### src/rtl/systolic_feed_ctrl_if.sv
// Command/status bundle between the top-level controller
// and the systolic feed sequencer.
interface systolic_feed_ctrl_if #(
    parameter int TILE_W = 8
);
    logic              start;
    logic [TILE_W-1:0] num_tiles;
    logic              abort;
    logic [6:0]        addr_serial_num;
    logic              busy;
    logic              data_valid;
    logic              mac_clear;
    logic [TILE_W-1:0] tile_idx;
    logic              tile_done;
    logic              done;

    modport master (
        output start,
        output num_tiles,
        output abort,
        input  addr_serial_num,
        input  busy,
        input  data_valid,
        input  mac_clear,
        input  tile_idx,
        input  tile_done,
        input  done
    );

    modport slave (
        input  start,
        input  num_tiles,
        input  abort,
        output addr_serial_num,
        output busy,
        output data_valid,
        output mac_clear,
        output tile_idx,
        output tile_done,
        output done
    );
endinterface

### src/rtl/systolic_feed_ctrl.sv
// Sweeps the skewed SRAM read index once per tile, then drains the
// array; emits aligned operand-valid and tile/job completion pulses.
module systolic_feed_ctrl #(
    parameter int SERIAL_MAX   = 126,
    parameter int IDLE_IDX     = 127,
    parameter int PIPE_LAT     = 2,
    parameter int DRAIN_CYCLES = 34,
    parameter int TILE_W       = 8
) (
    input logic                 clk,
    input logic                 srstn,
    systolic_feed_ctrl_if.slave bus
);
    localparam int              CW        = $clog2(DRAIN_CYCLES + 1);
    localparam int              TW1       = TILE_W + 1;
    localparam logic [6:0]      ADDR_LAST = 7'(SERIAL_MAX);
    localparam logic [6:0]      ADDR_IDLE = 7'(IDLE_IDX);
    localparam logic [CW-1:0]   CNT_LOAD  = CW'(DRAIN_CYCLES - 1);

    typedef enum logic [1:0] {
        IDLE,
        FEED,
        DRAIN,
        DONE
    } state_e;

    state_e              state_q, state_d;
    logic [6:0]          addr_q, addr_d;
    logic [CW-1:0]       cnt_q, cnt_d;
    logic [TILE_W-1:0]   tile_q, tile_d;
    logic [TILE_W-1:0]   ntiles_q, ntiles_d;
    logic [TILE_W:0]     tile_nxt;
    logic                busy_q, busy_d;
    logic                tdone_q, tdone_d;
    logic                done_q, done_d;
    logic [PIPE_LAT-1:0] vld_q, vld_d;
    logic [PIPE_LAT-1:0] clr_q, clr_d;
    logic                feed_now;
    logic                first_now;

    assign tile_nxt  = {1'b0, tile_q} + TW1'(1);
    assign feed_now  = (state_q == FEED);
    assign first_now = feed_now && (addr_q == 7'd0);

    always_comb begin
        state_d  = state_q;
        addr_d   = addr_q;
        cnt_d    = cnt_q;
        tile_d   = tile_q;
        ntiles_d = ntiles_q;

        unique case (state_q)
            IDLE: begin
                if (bus.start) begin
                    ntiles_d = bus.num_tiles;
                    if (bus.num_tiles != '0) begin
                        state_d = FEED;
                        addr_d  = 7'd0;
                    end else begin
                        state_d = DONE;
                    end
                end
            end
            FEED: begin
                if (addr_q == ADDR_LAST) begin
                    state_d = DRAIN;
                    addr_d  = ADDR_IDLE;
                    cnt_d   = CNT_LOAD;
                end else begin
                    addr_d = addr_q + 7'd1;
                end
            end
            DRAIN: begin
                if (cnt_q == '0) begin
                    // wider compare keeps tile_idx from wrapping
                    if (tile_nxt < {1'b0, ntiles_q}) begin
                        state_d = FEED;
                        addr_d  = 7'd0;
                        tile_d  = tile_nxt[TILE_W-1:0];
                    end else begin
                        state_d = DONE;
                    end
                end else begin
                    cnt_d = cnt_q - CW'(1);
                end
            end
            DONE: begin
                state_d = IDLE;
                tile_d  = '0;
            end
            default: begin
                state_d = IDLE;
                addr_d  = ADDR_IDLE;
                tile_d  = '0;
            end
        endcase

        if (bus.abort) begin
            state_d = IDLE;
            addr_d  = ADDR_IDLE;
            cnt_d   = '0;
            tile_d  = '0;
        end
    end

    always_comb begin
        busy_d  = (state_d != IDLE);
        done_d  = (state_d == DONE);
        tdone_d = (state_d == DRAIN) && (cnt_d == '0);
        vld_d   = (vld_q << 1) | PIPE_LAT'(feed_now);
        clr_d   = (clr_q << 1) | PIPE_LAT'(first_now);
        if (bus.abort) begin
            vld_d = '0;
            clr_d = '0;
        end
    end

    always_ff @(posedge clk) begin
        if (!srstn) begin
            state_q  <= IDLE;
            addr_q   <= ADDR_IDLE;
            cnt_q    <= '0;
            tile_q   <= '0;
            ntiles_q <= '0;
            busy_q   <= 1'b0;
            tdone_q  <= 1'b0;
            done_q   <= 1'b0;
            vld_q    <= '0;
            clr_q    <= '0;
        end else begin
            state_q  <= state_d;
            addr_q   <= addr_d;
            cnt_q    <= cnt_d;
            tile_q   <= tile_d;
            ntiles_q <= ntiles_d;
            busy_q   <= busy_d;
            tdone_q  <= tdone_d;
            done_q   <= done_d;
            vld_q    <= vld_d;
            clr_q    <= clr_d;
        end
    end

    assign bus.addr_serial_num = addr_q;
    assign bus.busy            = busy_q;
    assign bus.data_valid      = vld_q[PIPE_LAT-1];
    assign bus.mac_clear       = clr_q[PIPE_LAT-1];
    assign bus.tile_idx        = tile_q;
    assign bus.tile_done       = tdone_q;
    assign bus.done            = done_q;
endmodule

### src/flat_wrapper.sv
// flat-port wrapper written by rule: the top's interface ports become plain ports
module systolic_feed_ctrl_flat 
#(
    parameter int SERIAL_MAX   = 126,
    parameter int IDLE_IDX     = 127,
    parameter int PIPE_LAT     = 2,
    parameter int DRAIN_CYCLES = 34,
    parameter int TILE_W       = 8
)
  (clk, srstn, bus_start, bus_num_tiles, bus_abort, bus_addr_serial_num, bus_busy, bus_data_valid, bus_mac_clear, bus_tile_idx, bus_tile_done, bus_done);
  systolic_feed_ctrl_if #(.TILE_W(TILE_W)) bus_i ();
  input logic clk;
  input logic srstn;
  input wire logic [$bits(bus_i.start)-1:0] bus_start;
  input wire logic [$bits(bus_i.num_tiles)-1:0] bus_num_tiles;
  input wire logic [$bits(bus_i.abort)-1:0] bus_abort;
  output wire logic [$bits(bus_i.addr_serial_num)-1:0] bus_addr_serial_num;
  output wire logic [$bits(bus_i.busy)-1:0] bus_busy;
  output wire logic [$bits(bus_i.data_valid)-1:0] bus_data_valid;
  output wire logic [$bits(bus_i.mac_clear)-1:0] bus_mac_clear;
  output wire logic [$bits(bus_i.tile_idx)-1:0] bus_tile_idx;
  output wire logic [$bits(bus_i.tile_done)-1:0] bus_tile_done;
  output wire logic [$bits(bus_i.done)-1:0] bus_done;
  assign bus_i.start = bus_start;
  assign bus_i.num_tiles = bus_num_tiles;
  assign bus_i.abort = bus_abort;
  assign bus_addr_serial_num = bus_i.addr_serial_num;
  assign bus_busy = bus_i.busy;
  assign bus_data_valid = bus_i.data_valid;
  assign bus_mac_clear = bus_i.mac_clear;
  assign bus_tile_idx = bus_i.tile_idx;
  assign bus_tile_done = bus_i.tile_done;
  assign bus_done = bus_i.done;
  systolic_feed_ctrl #(.SERIAL_MAX(SERIAL_MAX), .IDLE_IDX(IDLE_IDX), .PIPE_LAT(PIPE_LAT), .DRAIN_CYCLES(DRAIN_CYCLES), .TILE_W(TILE_W)) u_core (.clk(clk), .srstn(srstn), .bus(bus_i));
endmodule
### config.mk
export PLATFORM = sky130hd
export DESIGN_NAME = systolic_feed_ctrl_flat
export DESIGN_NICKNAME = d
export VERILOG_FILES = /design/src/rtl/systolic_feed_ctrl_if.sv /design/src/rtl/systolic_feed_ctrl.sv /design/src/flat_wrapper.sv
export SDC_FILE = /design/constraint.sdc
export NUM_CORES = 1
export LEC_CHECK = 0
export ABC_AREA = 1
export CAP_MARGIN = 10
export CORE_AREA = 2 2 68 70
export CTS_CLUSTER_SIZE = 10
export DETAILED_ROUTE_END_ITERATION = 8
export DIE_AREA = 0 0 70 72
export GPL_TIMING_DRIVEN = 0
export PLACE_DENSITY = 0.77
export SETUP_SLACK_MARGIN = 0.05
export SLEW_MARGIN = 15
export SYNTH_ARGS = -nofsm -noshare
export SYNTH_HDL_FRONTEND = slang
export SYNTH_SLANG_ARGS = --single-unit
export TNS_END_PERCENT = 100
### constraint.sdc
create_clock -name clk -period 2.8 [get_ports clk]
set_input_delay 0.28 -clock clk [delete_from_list [all_inputs] [get_ports clk]]
set_output_delay 0.28 -clock clk [all_outputs]
set_load 0.03 [all_outputs]
==> summary.txt <==
Status: finished, final reports clean
Die height: 72 µm
# IOs: 32
DR WL/cell: 11.4 µm
Warnings, synthesis: 0
Crit Path Category: reg2reg
Grt ovf: 0
Commonest non-fill, non-tap cells in the layout: nand2_1 (74), inv_1 (49), nor2_1 (47)
Layout area overhead: 21.3%
Initial antenna violation count: 0
First-pass GRT wire length: 8.20 mm
DRT Pass-1 Iters: 4
Top post-synthesis cells by area: dfxtp_1 (34%), nand2_1 (12%), ha_1 (10%)
GRT Total Usage: 20.1%
F_max: 399 MHz
Post-synth EDFFs: 0
Reg2reg end: u_core.bus.tile_idx[1]
Die width: 70 µm
Initial core utilization: 52.9%
Via density per instance: 5.08
Post-synthesis sequential area ratio: 33.7%
Hold-fix buffers, CTS: 0
Hold path cells: 2
Clock latency on the worst-skew pair: 0.28 ns
Clock tree buffer depth: 2
Final Cycle Share: 89.6%
Post-Layout Cell Count: 420
Commonest non-fill, non-tap cell in the layout: nand2_1
CP startpoint kind: register
Number of fillers in the final layout: 418
Hold WS: 0.417 ns
Share of cells above drive strength 1: 7.61%
Number of max-cap violations: 0
Post-Synthesis Cells: 329
Clock Sinks: 38
RSZ-0062 raised after global routing: no
CTS H-tree lvls: 2
Crit. End Element: register
Crit Path Max Fanout: 10
Post-DRT Antenna Nets: 0
Worst Path Required: 2.98 ns
Asr flop ratio synth: 0%
Peak VDD IR: 0.331 mV
Flop2flop setup slack: 0.29 ns
Top cell type's share of synthesized area: 33.7%
Yosys top cell by area: dfxtp_1
Row count: 24
Cts bufs inserted: 5
Endpoints failing setup: 0
DR vias: 2135
Netlist area before placement: 0.00225 mm²
Hold Violations, Final: 0
Core area: 0.00426 mm²
Clock slew at reported path FFs: 0.07 ns
Hold path startpoint: u_core.clr_q[0]
PwrDens: 418 mW/mm²
CTS tree: built
Slew Limit Fails: 0
Largest net degree at the start of global routing: 11
Static Leakage: 1.27 nW
Placed cells: 412
FF+latch count, synth: 38
DRT iter0 DRCs: 85
Slew HR: 69.0%
WHS Endpoint: u_core.clr_q[1]
Setup TNS: 0 ns
R2R depth: 20
Distinct cells, synth: 27
Vias in the first global route: 1926
Antenna cells: 0
Actual slew at the worst max-slew pin: 0.463 ns
R2R Path Start: u_core.bus.tile_idx[0]
Routed WL: 4.79 mm
Worst Skew: 0.00276 ns
CTS root buffer: clkbuf_8
Tmin final: 2.51 ns
DPL Wire Length: 3.66 mm
IO buf count: 31
Drt drc: 0
Final #Nets: 398
Most used DFF post-synth: dfxtp_1
CP arrival: 2.69 ns
Mapped Nets: 359
Die footprint: 0.00504 mm²
Placer Congestion: 0.885
Syn avg cell area: 6.85 µm²
Type of the worst min-delay path: reg2reg
==> what timing repair did <==
action                     in CTS  in global routing
resized for setup               0                  8
buffers inserted                0                  1
setup endpoints to repair       0                 18
==> cell type report <==
cell class	instances	area (µm²)	area share [%]
flip-flops and latches	38	766	28.0
inverters	51	194	7.09
plain buffers	5	36.3	1.33
clock buffers	7	76.3	2.79
well taps	52	65.1	2.38
multi-input cells	235	1280	46.8
repair buffers	32	318	11.6
==> routing by layer <==
| metal | share of wire [%] | up-vias | GRT usage (%) |
|---|---|---|---|
| li1 | - | 1122 | - |
| met1 | 44 | 964 | 23.2 |
| met2 | 51 | 44 | 37.6 |
| met3 | 4.2 | 5 | 4.58 |
| met4 | 1.1 | 0 | 5.13 |
| met5 | 0 | - | 0 |
==> worst max path at each step <==
stage	end	slack, ns	depth (start not counted)	start
finish	u_core.bus.tile_idx[1]	0.29	20	u_core.bus.tile_idx[0]
global route	u_core.bus.tile_idx[1]	0.05	20	u_core.bus.tile_idx[0]
floorplan	u_core.bus.tile_idx[6]	0.26	20	u_core.bus.tile_idx[0]
CTS	u_core.bus.addr_serial_num[2]	0.15	18	u_core.bus.tile_idx[0]
detailed placement	u_core.bus.addr_serial_num[1]	0.17	18	u_core.bus.tile_idx[0]
global placement	u_core.bus.addr_serial_num[3]	0.22	18	u_core.bus.tile_idx[0]
==> cell usage after synthesis, types with 2 or more instances <==
master and count:
nor2_2 2, nor3_1 4, clkbuf_1 3, o31ai_1 2, nor2_1 49, nand4_1 4
nand2_1 74, nand3_1 20, a21oi_1 19, o211ai_1 4, dfxtp_1 38, nand2_2 3
o21ai_0 22, xor2_1 6, inv_1 50, ha_1 18
==> cells by family after synthesis <==
logic type      count (synthesis)  share of synthesized area (%)
compound gates                 50                           12.5
flops                          38                           33.7
simple gates                  161                           31.2
fa+ha+maj                      18                           9.99
buf+inv                        56                           10.2
xor+xnor                        6                           2.33
==> critical path: stages, from the launching register on <==
cell	delay, ns
dfxtp_4	0.38
ha_2	0.19
nand2_1	0.06
nor2_2	0.16
inv_1	0.07
nor2_2	0.13
xor2_2	0.19
ha_1	0.25
nand2_1	0.08
nor2_1	0.04
nor2_1	0.08
nand2_1	0.07
nor2_1	0.13
nand2_2	0.09
nand2_4	0.08
o21ai_4	0.08
inv_4	0.08
buf_6	0.13
nand2_1	0.05
nand2_1	0.05
nor2_1	0.03
==> flip-flops by register name, indices dropped and copies added (netlist names) <==
name,flops
u_core.state_q,2
u_core.bus.tile_done,1
u_core.bus.tile_idx,8
u_core.bus.addr_serial_num,7
u_core.vld_q,2
u_core.cnt_q,6
u_core.bus.busy,1
u_core.clr_q,2
u_core.bus.done,1
u_core.ntiles_q,8
==> where the power goes <==
part           switching (mW)  internal [mW]  total [mW]
Combinational           0.131         0.0867       0.218
Clock                   0.175          0.171       0.346
Sequential             0.0178          0.561       0.579
Total                   0.324          0.819        1.14
==> metrics by stage <==
| step | area (µm²) | total power [mW] | utilization (%) | worst slack [ns] |
|---|---|---|---|---|
| after global routing | 2730 | 1.21 | 64.1 | 0.0545 |
| after floorplan | 2250 | 0.738 | - | 0.260 |
| after detailed placement | 2630 | 0.808 | 61.7 | 0.174 |
| after CTS | 2710 | 1.15 | 63.5 | 0.152 |
| after global placement | 2630 | 0.803 | 61.7 | 0.219 |
| final | 2730 | 1.14 | 64.1 | 0.292 |
No activity file was read; power rests on OpenSTA's default activity.
